$ cat config.mk
export PLATFORM = sky130hd
export DESIGN_NAME = instruction_fetch
export DESIGN_NICKNAME = d
export VERILOG_FILES = /design/src/rtl/isa_pkg.sv /design/src/rtl/pc_next_sel.sv /design/src/rtl/instruction_fetch.sv
export SDC_FILE = /design/constraint.sdc
export NUM_CORES = 1
export LEC_CHECK = 0
export BUFFER_PORTS_ARGS = -buffer_cell sky130_fd_sc_hd__buf_2
export CAP_MARGIN = 5
export CELL_PAD_IN_SITES_DETAIL_PLACEMENT = 2
export CELL_PAD_IN_SITES_GLOBAL_PLACEMENT = 2
export CORE_UTILIZATION = 28
export CTS_BUF_LIST = sky130_fd_sc_hd__clkbuf_4 sky130_fd_sc_hd__clkbuf_8 sky130_fd_sc_hd__clkbuf_16
export CTS_CLUSTER_DIAMETER = 200
export DETAILED_ROUTE_END_ITERATION = 10
export GPL_ROUTABILITY_DRIVEN = 0
export MAX_ROUTING_LAYER = met4
export PLACE_DENSITY_LB_ADDON = 0.15
export SYNTH_ARGS = -nofsm -noshare
export SYNTH_HDL_FRONTEND = slang
export SYNTH_SLANG_ARGS = --single-unit
$ cat constraint.sdc
create_clock -name clk -period 3.5 [get_ports clk]
set_clock_uncertainty 0.2 [all_clocks]
set_input_delay 0.7 -clock clk [delete_from_list [all_inputs] [get_ports clk]]
set_output_delay 0.7 -clock clk [all_outputs]
set_load 0.03 [all_outputs]
$ cat src/rtl/isa_pkg.sv
// Shared fetch-stage definitions: FSM state encoding, instruction field positions and reset defaults.
// Imported by instruction_fetch and pc_next_sel.
package isa_pkg;

  typedef enum logic [1:0] {
    ST_IDLE  = 2'd0,
    ST_FETCH = 2'd1,
    ST_EXEC  = 2'd2,
    ST_HALT  = 2'd3
  } fetch_state_t;

  // LABEL11 = instr[10:0], IMM8 = instr[7:0]; both are signed offsets from pc+1
  localparam int LABEL11_MSB = 10;
  localparam int IMM8_MSB    = 7;

  localparam logic [15:0] DEF_NOP_WORD = 16'h0000;
  localparam logic [15:0] DEF_RESET_PC = 16'h0000;

endpackage

$ cat src/rtl/pc_next_sel.sv
// Next-PC priority mux with the label/immediate sign-extend adders.
// Purely combinational: zero latency, no flow control.
module pc_next_sel
  import isa_pkg::*;
#(
  parameter int ADDR_W = 16
) (
  input  logic [ADDR_W-1:0]    pc_plus1,
  input  logic [LABEL11_MSB:0] label11,
  input  logic [IMM8_MSB:0]    imm8,
  input  logic                 branch,
  input  logic                 jmp,
  input  logic                 flag_label_pc,
  input  logic                 flag_rm_pc,
  input  logic                 flag_rd_pc,
  input  logic [ADDR_W-1:0]    rm_data,
  input  logic [ADDR_W-1:0]    rd_data,
  output logic [ADDR_W-1:0]    next_pc
);

  logic [ADDR_W-1:0] label_ext;
  logic [ADDR_W-1:0] imm_ext;
  logic [ADDR_W-1:0] label_tgt;
  logic [ADDR_W-1:0] branch_tgt;

  assign label_ext  = {{(ADDR_W-LABEL11_MSB-1){label11[LABEL11_MSB]}}, label11};
  assign imm_ext    = {{(ADDR_W-IMM8_MSB-1){imm8[IMM8_MSB]}}, imm8};
  assign label_tgt  = pc_plus1 + label_ext;
  assign branch_tgt = pc_plus1 + imm_ext;

  // A JMP without any target flag falls through to the branch / sequential cases.
  always_comb begin
    next_pc = pc_plus1;
    if (jmp && flag_rd_pc) begin
      next_pc = rd_data;
    end else if (jmp && flag_rm_pc) begin
      next_pc = rm_data;
    end else if (jmp && flag_label_pc) begin
      next_pc = label_tgt;
    end else if (branch) begin
      next_pc = branch_tgt;
    end
  end

endmodule

$ cat src/rtl/instruction_fetch.sv
// Fetch stage: holds the PC, fetches one word per req/ack handshake and presents it for one EXEC cycle.
// Two cycles minimum per instruction; a slow memory simply stretches FETCH, HLT stops fetching until reset.
module instruction_fetch
  import isa_pkg::*;
#(
  parameter int                ADDR_W   = 16,
  parameter logic [ADDR_W-1:0] RESET_PC = ADDR_W'(DEF_RESET_PC),
  parameter logic [15:0]       NOP_WORD = DEF_NOP_WORD
) (
  input  logic              clk,
  input  logic              rst,
  output logic              imem_req,
  output logic [ADDR_W-1:0] imem_addr,
  input  logic              imem_ack,
  input  logic [15:0]       imem_rdata,
  output logic [15:0]       instr_out,
  output logic              instr_valid,
  output logic [ADDR_W-1:0] pc_out,
  output logic [ADDR_W-1:0] pc_plus1,
  input  logic              BRANCH,
  input  logic              JMP,
  input  logic              flag_label_PC,
  input  logic              flag_Rm_PC,
  input  logic              flag_Rd_PC,
  input  logic              flag_HLT,
  input  logic [ADDR_W-1:0] rm_data,
  input  logic [ADDR_W-1:0] rd_data,
  output logic              halted
);

  fetch_state_t      state;
  logic [ADDR_W-1:0] pc;
  logic [ADDR_W-1:0] next_pc;

  assign imem_addr = pc;
  assign pc_plus1  = pc_out + ADDR_W'(1);

  pc_next_sel #(
    .ADDR_W(ADDR_W)
  ) u_pc_next_sel (
    .pc_plus1      (pc_plus1),
    .label11       (instr_out[LABEL11_MSB:0]),
    .imm8          (instr_out[IMM8_MSB:0]),
    .branch        (BRANCH),
    .jmp           (JMP),
    .flag_label_pc (flag_label_PC),
    .flag_rm_pc    (flag_Rm_PC),
    .flag_rd_pc    (flag_Rd_PC),
    .rm_data       (rm_data),
    .rd_data       (rd_data),
    .next_pc       (next_pc)
  );

  // Outputs are registered alongside the state so each is already correct on entry to a state.
  always_ff @(posedge clk) begin
    if (rst) begin
      state       <= ST_IDLE;
      pc          <= RESET_PC;
      imem_req    <= 1'b0;
      instr_valid <= 1'b0;
      instr_out   <= NOP_WORD;
      pc_out      <= RESET_PC;
      halted      <= 1'b0;
    end else begin
      case (state)
        ST_IDLE: begin
          state    <= ST_FETCH;
          imem_req <= 1'b1;
        end
        ST_FETCH: begin
          if (imem_ack) begin
            state       <= ST_EXEC;
            imem_req    <= 1'b0;
            instr_valid <= 1'b1;
            instr_out   <= imem_rdata;
            pc_out      <= pc;
          end
        end
        ST_EXEC: begin
          instr_valid <= 1'b0;
          instr_out   <= NOP_WORD;
          // flag_HLT is active-low; halt overrides any redirect but still steps pc for debug.
          if (!flag_HLT) begin
            state  <= ST_HALT;
            pc     <= pc_plus1;
            halted <= 1'b1;
          end else begin
            state    <= ST_FETCH;
            pc       <= next_pc;
            imem_req <= 1'b1;
          end
        end
        default: begin
          state <= ST_HALT;
        end
      endcase
    end
  end

endmodule

---- After elaboration in Yosys (flattened, before gate mapping) ----
Cells that the tools add are included.
cells by class
  $add $sub $neg .......................... 3
  equal/unequal tests ..................... 4
  muxes and demuxes ....................... 15
  bitwise gates (word level) .............. 1
  reductions and logical operators ........ 10
operators by type and width
  cell                                           count
  2-to-1 mux 16 bit                              6
  adder 16 bit                                   2
  one-hot mux 16 bit (2 select lines)            1
  adder 16 x 1 -> 16 bit, second input constant  1
  one-hot mux 2 bit (3 select lines)             1
  AND reduction 2 bit                            3
  2-to-1 mux 2 bit                               2
  != test 2 bit, second input constant           2
  logical AND 1 bit                              3
  2-to-1 mux 1 bit                               3
  one-hot mux 1 bit (3 select lines)             1
  AND reduction 3 bit                            1
  nonzero test 3 bit                             1
  == test 2 x 1 -> 1 bit, second input constant  1
  == test 2 bit, second input constant           1
  logical NOT 2 bit                              1
  one-hot mux 1 bit (2 select lines)             1
  nonzero test 2 bit                             1
  inverter 1 bit                                 1
word-level totals
  bits in registers ....................... 53
  word-level logic and storage cells ...... 40

---- Longest topological paths before layout ----
  depth after elaboration ................. 7
  depth in mapped cells ................... 14
  gate-level depth less buffers ........... 13

---- By module ----
From an unflattened synthesis, not the netlist that was laid out.
unflattened totals
  cells, all modules ...................... 590
  area total of the unflattened synthesis .. 4458.0 µm²
by module, submodules not included
  module             times used  cells an instance  area each (µm²)
  instruction_fetch  1           307                2461.1
  pc_next_sel        1           283                1996.9

---- Worst setup path after synthesis ----
No wires, ideal clock.
  path type ............................... register to register
  from .................................... register pc_out[3]
  to ...................................... register pc[14] (netlist: imem_addr[14])
  data arrival time ....................... 3.682 ns
  required time ........................... 3.208 ns
  setup slack ............................. -0.475 ns
  cell stages (with the launch flop) ...... 12
  clock period less this slack ............ 3.975 ns
  cell sequence ........................... dfxtp_1 -> nand4_2 -> or2_1 -> xnor2_1 -> ha_1 -> a211o_1 -> o31ai_1 -> o22ai_1 -> o41ai_1 -> xor2_1 -> a221o_1 -> o32ai_1
on the way
  longest elaborated chain between the ends .. 7
RTL lines
  item                        line                     RTL
  start, declared             instruction_fetch.sv:18  output logic [ADDR_W-1:0] pc_out,
  start signal, assigned      instruction_fetch.sv:76  pc_out <= pc;
  adder 16 x 1 -> 16 bit (*)  instruction_fetch.sv:36  assign pc_plus1 = pc_out + ADDR_W'(1);
  net pc_plus1[7]             instruction_fetch.sv:19  output logic [ADDR_W-1:0] pc_plus1,
  adder 16 bit                pc_next_sel.sv:29        assign branch_tgt = pc_plus1 + imm_ext;
  2-to-1 mux 16 bit           pc_next_sel.sv:40        end else if (branch) begin
  2-to-1 mux 16 bit (*)       pc_next_sel.sv:38        end else if (jmp && flag_label_pc) begin
  2-to-1 mux 16 bit (*)       pc_next_sel.sv:36        end else if (jmp && flag_rm_pc) begin
  2-to-1 mux 16 bit (*)       pc_next_sel.sv:34        if (jmp && flag_rd_pc) begin
  2-to-1 mux 16 bit (*)       instruction_fetch.sv:83  if (!flag_HLT) begin
  end signal, assigned        instruction_fetch.sv:85  pc <= pc_plus1;
  end signal, assigned        instruction_fetch.sv:89  pc <= next_pc;
  end, declared               instruction_fetch.sv:32  logic [ADDR_W-1:0] pc;
The timed path passes the listed nets; every way through them passes the cells marked *.
A chain may end at the register's enable or synchronous reset.

---- Final worst setup path ----
  from .................................... register pc_out[4]
  to ...................................... register pc[13] (netlist: imem_addr[13])
on the way
  longest elaborated chain between the ends .. 7
RTL lines
  item                        line
  adder 16 x 1 -> 16 bit (*)  instruction_fetch.sv:36
  adder 16 bit                pc_next_sel.sv:29
  2-to-1 mux 16 bit           pc_next_sel.sv:40
  2-to-1 mux 16 bit           pc_next_sel.sv:38
  2-to-1 mux 16 bit           pc_next_sel.sv:36
  2-to-1 mux 16 bit           pc_next_sel.sv:34
  2-to-1 mux 16 bit (*)       instruction_fetch.sv:83
Mark *: on every way between the ends. The rest lies on a longest branch, timed or not.

==> results.yml <==
die:
  floorplan.die.height_um: 120.6
  ios: 124
  die-width_um: 120.6
  start_util: 0.2925
  die-area_um2: 14530
  core_area_um2: 13450
  placementRows: 42
critical_path:
  worst_ep_required_time_ps: 3500
  r2r.worst_path.cells: 13
  reg2reg_to: "imem_addr[13]"
  crit_path_max_fanout: 6
  r2r_startpoint: "pc_out[4]"
  worst_setup_path_start_kind: "flop"
  timing.setup.critical_path_class: "reg -> reg"
  worst_setup_path_end_kind: "flop"
  timing.reg2reg.setup_slack_ps: 130
  critical_path_arrival_ps: 3370
drt:
  routed_wire_length_per_instance_um: 20.60
  drc: 0
  route.layer.met1.wl_um: 7699
  highest-signal-layer: "met4"
  antenna_violating_nets_post_route: 0
  routed-wl-met3_um: 621
  wl_um: 17590
  vias: 4646
  drt-pass1-iter-count: 4
  routed_via_density: 5.440
  dr_wl_met2_um: 8870
  drtIter0Drc: 151
place:
  place_hpwl_um: 13860
  io_buffers: 123
global_route:
  gr-usage-all-layers: 0.2532
  number_of_global_route_vias_before_repair: 4930
  initial_antenna_violation_count: 1
  grt_overflow_total: 0
  grt_first_pass_wirelength_um: 27190
  maximum_number_of_pins_on_one_net_before_global_route_repair: 40
hold_path:
  timing.hold.worst.start: "imem_req"
  hold_depth: 1
  holdPathEnd: "imem_req"
  hold_path.class: "reg -> reg"
yosys:
  yosysMostFrequentCell: "sky130_fd_sc_hd__nand2_1"
  synth.net_count: 620
  synth_flop_cell: "sky130_fd_sc_hd__dfxtp_1"
  area_contributors_post_synth: "sky130_fd_sc_hd__dfxtp_1 27%, sky130_fd_sc_hd__nand2_1 8.9%, sky130_fd_sc_hd__a21oi_1 8.5%"
  ys_seq_elements: 53
  synth_cell_types: 62
  synth_seq_area_share: 0.2696
  syn_avg_cell_area_um2: 7.328
  post_synth_instance_area_um2: 3935
  synth-edff-count: 0
  netlist_top_cells_count: "93 x sky130_fd_sc_hd__nand2_1, 67 x sky130_fd_sc_hd__a21oi_1, 53 x sky130_fd_sc_hd__dfxtp_1"
  synthCells: 537
  post-synth-top-area-cell: "sky130_fd_sc_hd__dfxtp_1"
  top_cell_type_s_share_of_synthesized_area: 0.2696
  yosys_warnings: 0
  synthArstFlopShare: 0
flow_run:
  maxCapViolations: 0
clock_tree:
  cts_root_buffer: "sky130_fd_sc_hd__clkbuf_16"
  worst_setup_hold_path_clk_slew_ps: 80
  cts_max_level: 2
  clock_latency_ps: 310
  cts_max_path_buffers: 2
  cts_tree: "built"
  clkSinkCount: 53
  cts_inserted_buffers: 5
pwr:
  powerDensity_nw_per_um2: 284.5
  design_power_total_mw: 1.504
  power.leakage_nw: 2.351
  ir_worst_vdd_v: 0.0001891
layout:
  fin_nets: 759
  areaGrowthSynthToFinish_pct: 34.34
  post_route_cells_drive_above_1_share: 0.3146
  fill_cells: 1631
  postLayoutCoreUtil: 0.3930
sta:
  grt_setup_unrepaired: "true"
  setup_viol: 0
  shortest_period_the_worst_path_allows_ps: 3373
  final-hold-violation-count: 0
  final_slew_violations: 0
  worst_slew_margin_rel: 0.3132
  achievable-frequency_mhz: 296.5
  max_slew.worst_pin.slew_ps: 1028
  timing.final.crit_share: 0.9637
run_status:
  run_status: "complete, no violations"
[where the power goes]
| group | internal [mW] | switching, mW |
|---|---|---|
| registers | 0.621 | 0.0223 |
| logic | 0.108 | 0.204 |
| clock network | 0.286 | 0.262 |
[layout by cell type (no fill, tap or decap), drive strengths merged, types with 3 or more instances in the layout]
cell and count:
nor3 8, o22ai 5, nand4 8, o31ai 4, nor2 39, xnor2 21
nand3 34, ha 25, nand2 93, a21oi 68, dfxtp 53, a221oi 3
a31oi 3, and2 4, o21bai 4, clkinv 3, inv 12, o21ai 23
a211o 5, or3 6, a22oi 5, o211ai 14, a211oi 10, buf 164
xor2 12, a311oi 4, clkbuf 6
[kinds of logic (layout without fill, tap and decap cells)]
| group | count (synthesis) | in the layout | share of synthesized area |
|---|---|---|---|
| fa+ha+maj | 26 | 26 | 0.08458 |
| buf+inv | 45 | 185 | 0.04388 |
| xor+xnor | 33 | 33 | 0.07536 |
| flops | 53 | 53 | 0.2696 |
| simple gates | 210 | 210 | 0.2502 |
| other cells | 0 | 1 | 0 |
| compound gates | 170 | 170 | 0.2763 |
[worst max-delay path, cell delays in order (launching register included)]
cell                       delay (ps)
sky130_fd_sc_hd__dfxtp_2          400
sky130_fd_sc_hd__and4_2           280
sky130_fd_sc_hd__nand2_1          100
sky130_fd_sc_hd__xnor2_2          300
sky130_fd_sc_hd__ha_4             270
sky130_fd_sc_hd__a211o_1          290
sky130_fd_sc_hd__o22a_1           220
sky130_fd_sc_hd__o21ai_2          110
sky130_fd_sc_hd__buf_4            170
sky130_fd_sc_hd__o311ai_1         150
sky130_fd_sc_hd__a21oi_1          200
sky130_fd_sc_hd__xor2_1           160
sky130_fd_sc_hd__nor3_1            60
sky130_fd_sc_hd__or3_1            350
[layer usage]
layer	track usage	vias up
met5	-	-
met4	0.07022	0
met3	0.04198	25
met2	0.4472	115
met1	0.2953	2272
li1	-	2234
[worst max path at each step]
stage | end | depth (start not counted) | start | slack (ps)
2_1_floorplan | imem_addr[15] | 13 | pc_out[7] | 30
3_3_place_gp | imem_addr[15] | 12 | pc_out[4] | 130
3_5_place_dp | imem_addr[15] | 13 | pc_out[0] | -60
4_1_cts | imem_addr[15] | 12 | pc_out[5] | 30
5_1_grt | imem_addr[14] | 13 | pc_out[5] | -40
6_report | imem_addr[13] | 13 | pc_out[4] | 130
[cell type report]
class	instances	area, µm²	share of cell area
repair buffers	164	923.4	0.1747
flip-flops and latches	53	1072	0.2028
clock buffers	6	138.9	0.02627
well taps	176	220.2	0.04166
clock inverters	2	13.76	0.002604
inverters	13	50.05	0.009467
diodes	1	2.502	0.0004734
multi-input cells	439	2865	0.5420
[state kept, by name (all words and copies together) (netlist names)]
signal and cells:
state 2, imem_addr 16, imem_req 1, pc_out 16
halted 1, instr_out 16, instr_valid 1
[metrics by stage]
| stage | setup TNS (ps) | worst slack (ps) | instance area (µm²) | std cells | hold WS [ps] |
|---|---|---|---|---|---|
| 6_report | 0 | 126.9 | 5286 | 854 | 265.8 |
| 5_1_grt | -68.87 | -39.87 | 5286 | 854 | 292.5 |
| 4_1_cts | 0 | 25.18 | 5174 | 848 | 273.4 |
| 3_5_place_dp | -59.34 | -59.34 | 5004 | 838 | 253.0 |
| 3_3_place_gp | 0 | 130.0 | 5004 | 838 | 244.9 |
| 2_1_floorplan | 0 | 28.28 | 4035 | 537 | 278.9 |
[timing repair]
action / CTS / global route
gates resized for setup: 1 / 18
gates cloned: 0 / 0
endpoints found under the setup margin: 1 / 6
hold buffers: 0 / 0
buffers inserted: 2 / 5
pin swaps: 2 / 8
Note: power is estimated with default switching activity, not from simulation.
